File: src/rtl/i2s_serializer.sv
// i2s_serializer
//   Shifts a left/right sample pair MSB-first onto an I2S data line. The block
//   is slaved to the codec's bclk/lrclk. Both words are captured together at the
//   start of the left slot, so a frame never carries words from two frames.
// Ports
//   bclk        bit clock; all logic runs on its rising edge
//   rst_n       asynchronous active-low reset
//   lrclk       word select from codec (0 = left slot, 1 = right slot)
//   enable      1 = output audio, 0 = mute (sdata held 0)
//   left_in     left sample, two's complement, BITSIZE bits
//   right_in    right sample, two's complement, BITSIZE bits
//   sdata       serial data to DAC, MSB first
//   frame_start one-cycle pulse when a new L/R pair is latched
//   synced      set once the first left-slot boundary has been seen
module i2s_serializer #(
    parameter int BITSIZE = 24
) (
    input  logic               bclk,
    input  logic               rst_n,
    input  logic               lrclk,
    input  logic               enable,
    input  logic [BITSIZE-1:0] left_in,
    input  logic [BITSIZE-1:0] right_in,
    output logic               sdata,
    output logic               frame_start,
    output logic               synced
);

    localparam int CW = $clog2(BITSIZE + 1);

    typedef enum logic [1:0] {
        IDLE  = 2'd0,
        LEFT  = 2'd1,
        RIGHT = 2'd2
    } state_t;

    state_t             state_q, state_d;
    logic               lr_q, lr_d;
    logic [CW-1:0]      bit_cnt_q, bit_cnt_d;
    logic [BITSIZE-1:0] hold_q, hold_d;
    logic [BITSIZE-1:0] shift_q, shift_d;
    logic               sdata_q, sdata_d;
    logic               frame_start_q, frame_start_d;
    logic               synced_q, synced_d;

    logic fall, rise, data_bit;

    // Edges are detected against the previous bclk's lrclk, which yields the
    // one-bit I2S delay between word select and the MSB.
    assign fall = lr_q & ~lrclk;
    assign rise = ~lr_q & lrclk;

    always_comb begin
        state_d       = state_q;
        lr_d          = lrclk;
        bit_cnt_d     = bit_cnt_q;
        hold_d        = hold_q;
        shift_d       = shift_q;
        frame_start_d = 1'b0;
        synced_d      = synced_q;
        data_bit      = 1'b0;

        if (fall) begin
            // Start of frame from any state: latch both channels at once.
            // The MSB goes out now, so the shifter keeps only the remaining bits.
            state_d       = LEFT;
            hold_d        = right_in;
            shift_d       = {left_in[BITSIZE-2:0], 1'b0};
            frame_start_d = 1'b1;
            synced_d      = 1'b1;
            bit_cnt_d     = CW'(1);
            data_bit      = left_in[BITSIZE-1];
        end else if (rise && state_q == LEFT) begin
            state_d   = RIGHT;
            shift_d   = {hold_q[BITSIZE-2:0], 1'b0};
            bit_cnt_d = CW'(1);
            data_bit  = hold_q[BITSIZE-1];
        end else if (state_q != IDLE) begin
            // A rise seen in RIGHT falls through here and is ignored. Once the
            // whole word has gone out the count saturates and the slot pads with 0.
            if (bit_cnt_q < CW'(BITSIZE)) begin
                data_bit  = shift_q[BITSIZE-1];
                shift_d   = {shift_q[BITSIZE-2:0], 1'b0};
                bit_cnt_d = bit_cnt_q + 1'b1;
            end
        end

        // Mute gates only the output; framing keeps running underneath.
        sdata_d = data_bit & enable;
    end

    always_ff @(posedge bclk or negedge rst_n) begin
        if (!rst_n) begin
            state_q       <= IDLE;
            lr_q          <= 1'b1;
            bit_cnt_q     <= '0;
            hold_q        <= '0;
            shift_q       <= '0;
            sdata_q       <= 1'b0;
            frame_start_q <= 1'b0;
            synced_q      <= 1'b0;
        end else begin
            state_q       <= state_d;
            lr_q          <= lr_d;
            bit_cnt_q     <= bit_cnt_d;
            hold_q        <= hold_d;
            shift_q       <= shift_d;
            sdata_q       <= sdata_d;
            frame_start_q <= frame_start_d;
            synced_q      <= synced_d;
        end
    end

    assign sdata       = sdata_q;
    assign frame_start = frame_start_q;
    assign synced      = synced_q;

endmodule

File: config.mk
export PLATFORM = sky130hd
export DESIGN_NAME = i2s_serializer
export DESIGN_NICKNAME = d
export VERILOG_FILES = /design/src/rtl/i2s_serializer.sv
export SDC_FILE = /design/constraint.sdc
export NUM_CORES = 1
export LEC_CHECK = 0
export ABC_AREA = 1
export CAP_MARGIN = 20
export CELL_PAD_IN_SITES_DETAIL_PLACEMENT = 0
export CELL_PAD_IN_SITES_GLOBAL_PLACEMENT = 1
export CORE_AREA = 2 2 91 93
export DETAILED_ROUTE_END_ITERATION = 8
export DIE_AREA = 0 0 93 95
export PLACE_DENSITY = 0.85
export RECOVER_POWER = 25
export SLEW_MARGIN = 20
export SYNTH_ARGS = -nofsm -noshare
export SYNTH_HDL_FRONTEND = slang
export SYNTH_SLANG_ARGS = --single-unit
File: constraint.sdc
create_clock -name bclk -period 2.04 [get_ports bclk]
set_clock_uncertainty 0.1 [all_clocks]
set_input_delay 0.408 -clock bclk [delete_from_list [all_inputs] [get_ports bclk]]
set_output_delay 0.408 -clock bclk [all_outputs]
set_load 0.005 [all_outputs]
Word-level counts from Yosys, hierarchy flattened
Index checks and enable logic that the tools add are counted.

storage, ports and cells
  logic and storage cells = 37
  output and inout port bits = 3
  flip-flop bits (word level) = 59
  bits of input ports = 52

cells by class
  reduce and logical (&&, ||, !) cells = 6
  order comparisons = 1
  eq/ne operators = 1
  add/subtract/negate cells = 1
  mux-type cells = 15
  bitwise gates (word level) = 5

operators by type and width
  operator                                                                count
  24-bit two-way mux                                                      4
  5-bit two-way mux                                                       4
  3-bit nonzero test                                                      2
  5-bit by 1-bit adder with 5-bit output (second input constant)          1
  5-bit < comparator (second input constant)                              1
  1-bit two-way mux                                                       5
  2-bit two-way mux                                                       2
  2-bit nonzero test                                                      2
  1-bit bitwise AND                                                       3
  2-bit by 1-bit equality test with 1-bit output (second input constant)  1
  1-bit NOT                                                               2
  2-bit AND reduction                                                     1
  1-bit logical AND                                                       1

Depth between registers and ports, before layout
  depth in word-level cells = 6
  gate-level depth with buffers = 9
  mapped depth without buffers = 8

Least setup slack after synthesis
OpenSTA, ideal clock, no wires.

  path kind = reg-to-reg
  start = register lr_q
  end = register sdata_q, in the netlist sdata
  path slack = 0.560 ns
  library setup time = 0.119 ns
  clock period less this slack = 1.480 ns
  stages on the path, launching flop included = 8
  buffers on the path = 1
  data required time = 1.821 ns
  arrival time = 1.262 ns
  path through = dfstp_2 inv_1 nor2_1 inv_2 nand2_2 buf_2 nor2_1 o21a_1

on the way
  cells in the longest elaborated chain, start to end = 6
  elaborated cells between the ends (all ways) = 7
  those cells by class = mux (2); bitwise (4); reduce/logical (1)

ends and longest elaborated chain
  item                    RTL line  text
  from (decl)             38        logic lr_q, lr_d;
  from (signal assigned)  104       lr_q <= lr_d;
  1-bit NOT               51        assign rise = ~lr_q & lrclk;
  1-bit bitwise AND       51
  1-bit logical AND       73        end else if (rise && state_q == LEFT) begin
  1-bit two-way mux       73
  1-bit two-way mux (*)   63        if (fall) begin
  1-bit bitwise AND (*)   89        sdata_d = data_bit & enable;
  net sdata_d             42        logic sdata_q, sdata_d;
  to (signal assigned)    108       sdata_q <= sdata_d;
  to (decl)               42

The timed path passes the listed nets; every way through them passes the cells marked *.
A chain may end at the register's enable or synchronous reset.

Worst setup path after layout
  start = input lrclk
  end = register sdata_q, in the netlist sdata

on the way
  cells in the longest elaborated chain, start to end = 5
  elaborated cells between the ends (all ways) = 7
  those cells by class = mux (2); bitwise (4); reduce/logical (1)

ends and longest elaborated chain
  item                   RTL line  text
  from (decl)            20        input logic lrclk,
  1-bit bitwise AND      51
  1-bit logical AND      73
  1-bit two-way mux      73
  1-bit two-way mux (*)  63
  1-bit bitwise AND (*)  89
  net sdata_d            42

Marked as above.

==> impl_metrics.csv <==
group,metric,value,unit
outcome,status,"finished, final reports clean",
route,wl_met1,2770,µm
route,met3_length,196,µm
critical_path,crit_path_max_incr_delay,0.60,ns
route,vias,2415,
route,routed_via_density,4.35,
final_layout,final_layout_size_suffix_gt1_share,8.89,%
cts,htreeDepth,3,
sta,slew_headroom,48.1,%
logic_synthesis,synth_compound_area_share,4.81,%
cts,cts.sink_count,58,
sta,worstMarginPinSlew,0.778,ns
sta,whs,0.366,ns
place,portBuffers,54,
critical_path,worst_path_max_delay_cell,"dlygate4sd3_1",
final_layout,utilization,46.8,%
route,dr.pass1.iters,4,
run,cap_violations,0,
route,detail-route-antenna-nets,0,
logic_synthesis,synth-warning-count,0,
route,drtIter0Drc,146,
critical_path,startpoint,"lrclk",
route,wl_per_cell,10.6,µm
sta,slew_violations,0,
critical_path,crit_chain,"dlygate4sd3_1, nand2_1, inv_1, nand2_1, buf_12, inv_1, nand2_1, nand2_1, o21a_1",
cts,clock_path_buffers,2,
logic_synthesis,synth-seq-cells,58,
logic_synthesis,yosys.area_share.adder,0.442,%
cts,hold_buffers,1,
logic_synthesis,synth_flop_cell,"dfrtp_1",
place,dp_hpwl,4220,µm
sta,fmax,550,MHz
final_layout,multi_input_comb_area,1110,µm²
floorplanning,initial_utilization,35.7,%
critical_path,worstSetupPathType,"in -> reg",
logic_synthesis,synth-seq-area-share,51.3,%
critical_path,ff2ff_setup_slack,0.42,ns
floorplanning,core_area,7930,µm²
place,gp_congestion,0.763,
route,drc,0,
cts,clk_latency,0.34,ns
min_path,whs_endpoint,"hold_q[0]$_DFFE_PN0P_",
power_and_ir_drop,p_total,0.00351,W
logic_synthesis,yosys-mux-area-fraction,0,%
grt,overflow,0,
logic_synthesis,synth_xor_xnor_area_share,0.309,%
critical_path,arrival,1.94,ns
sta,fin_ws,0.222,ns
power_and_ir_drop,power_density,946,nW/µm²
critical_path,r2r-start,"lr_q$_DFF_PN1_",
final_layout,syn_to_final_growth,30.9,%
logic_synthesis,post_synth_and_or_nand_nor_area_fraction,33.4,%
critical_path,ff2ff_path_depth,7,
min_path,worstHoldPathCells,2,
cts,cts-buffers-inserted,9,
grt,antenna_found_initial,0,
cts,cts_root_buf,"clkbuf_8",
place,dp_slack,-0.0329,ns
sta,rsz0062_at_grt,"false",
floorplanning,die_h,95,µm
logic_synthesis,synth-edff-count,0,
power_and_ir_drop,p_leak,1.98,nW
critical_path,cpMostUsedCell,"nand2_1",
critical_path,critical_path_peak_fanout,25,
logic_synthesis,synth_fp_nets,437,
place,numPlacedInstances,540,
logic_synthesis,syn-cell-area,2830,µm²
route,wirelength,5880,µm
grt,first_global_vias,2317,
critical_path,crit_buf_inv,4,
critical_path,end_kind,"register",
sta,hold_viol_final,0,
sta,setup_viol,0,
grt,grt_pass1_wl,10200,µm
power_and_ir_drop,peakVddDrop,0.466,mV
floorplanning,fp.dieW,93,µm
logic_synthesis,syn_avg_cell_area,7.38,µm²
min_path,min-delay-start,"hold_q[0]$_DFFE_PN0P_",
logic_synthesis,synth_cell_types,23,
route,wl_met2,2780,µm
final_layout,fill_cells,826,
sta,layout_min_cycle_time,1.82,ns
critical_path,required,2.17,ns
final_layout,seq_area,1450,µm²
route,highest_layer,"met4",
grt,grtUsageTotal,14.9,%
floorplanning,dieArea,8840,µm²
cts,clk_pin_slew_worst_paths,0.06,ns
logic_synthesis,synthCells,384,
critical_path,cpLargestDelayFamily,"buffers and inverters",
floorplanning,io_pins,55,
floorplanning,fp-row-count,33,
cts,cts_tree,"yes",
final_layout,instances_no_fill,555,
critical_path,rr_endpoint,"shift_q[18]$_DFFE_PN0P_",
grt,grt_max_degree,59,
final_layout,diodes,0,
cts,cts_resized,0,
min_path,min_path_type,"reg -> reg",
logic_synthesis,synth_top_family_by_area,"simple AND/OR/NAND/NOR gates",
sta,finalCritPeriodShare,89.1,%
cts,cts_setup_buffers,0,
logic_synthesis,async_reset_ff_share,100,%
critical_path,startpoint_type,"input port",
final_layout,nets,500,
-- Yosys cell counts, drive strengths merged (2+ instances only) --
cell type / instances / area share [%]
inv: 44 / 5.8
or2: 5 / 1.1
nor3b: 2 / 0.53
a21oi: 20 / 3.5
dfrtp: 57 / 50
nor2: 24 / 3.2
nand3: 11 / 2.4
nand2: 196 / 26
o21ai: 2 / 0.75
buf: 16 / 3.8
-- layout by cell type, fill, tap and decap left out --
| cell | count |
|---|---|
| nor2_4 | 1 |
| buf_4 | 10 |
| or2_2 | 5 |
| clkbuf_4 | 1 |
| xor2_1 | 1 |
| o21ai_0 | 1 |
| o211ai_1 | 1 |
| nor3_1 | 1 |
| buf_12 | 3 |
| dfstp_2 | 1 |
| clkinv_2 | 4 |
| nor3b_1 | 2 |
| clkdlybuf4s50_1 | 52 |
| inv_2 | 1 |
| nand3_1 | 10 |
| a21oi_1 | 20 |
| inv_1 | 43 |
| buf_2 | 1 |
| dlygate4sd3_1 | 2 |
| o21a_1 | 1 |
| o21ai_4 | 1 |
| clkbuf_8 | 10 |
| nand3_4 | 1 |
| nor2_1 | 23 |
| nand2_2 | 1 |
| nand2_1 | 195 |
| dfrtp_1 | 57 |
| ha_1 | 1 |
-- state kept, by name, summed over array words and instances, names as in the netlist --
| signal | count |
|---|---|
| bit_cnt_q | 5 |
| frame_start | 1 |
| hold_q | 24 |
| lr_q | 1 |
| sdata | 1 |
| shift_q | 23 |
| state_q | 2 |
| synced | 1 |
-- worst register-to-register path: cells and delay by family (launching register included) --
kind	cells	cell delay [ns]
simple gates	4	0.55
flops	1	0.53
buf+inv	3	0.33
-- per-stage QoR --
stage | instance area [µm²] | TNS, ns
floorplan | 2830 | 0
global placement | 3550 | 0
detailed placement | 3550 | -0.0384
CTS | 3720 | 0
global route | 3710 | 0
finish | 3710 | 0
-- logic make-up (layout without fill, tap and decap cells) --
kind of cell	after synthesis	count (layout)
DFF	58	58
buffers and inverters	61	127
AOI/OAI and AO/OA	24	24
xor gates and xnor gates	1	1
adders and majority gates	1	1
and+or+nand+nor	239	239
-- worst max-delay path by stage --
stage               slack [ns]  cells past startpoint                 endpoint
floorplan                 0.56                      7          sdata$_DFF_PN0_
global placement         0.009                      9          sdata$_DFF_PN0_
detailed placement       -0.03                     10  shift_q[18]$_DFFE_PN0P_
CTS                       0.32                     10  shift_q[18]$_DFFE_PN0P_
global route              0.09                     10  shift_q[17]$_DFFE_PN0P_
finish                    0.22                      9          sdata$_DFF_PN0_
-- metal layers --
metal	global-route usage [%]	up-vias
met4	8.46	0
met3	2.87	10
met2	24.5	40
li1	-	1273
met5	0	-
met1	18.5	1092
-- report_power, final --
part / total [W] / leakage, nW / internal, W / switching (W)
registers: 0.00164 / 0.697 / 0.00147 / 0.000168
clock network: 0.000881 / 0.0875 / 0.000450 / 0.000431
logic: 0.000988 / 1.20 / 0.000461 / 0.000526
-- final cells by class --
class / count / share of cell area [%]
Sequential cell: 58 / 39.2
Tap cell: 105 / 3.54
Timing Repair Buffer: 69 / 18.6
Clock inverter: 4 / 0.540
Multi-Input combinational cell: 265 / 30.0
Clock buffer: 10 / 3.71
Inverter: 44 / 4.45
(Power assumes the default switching activity.)
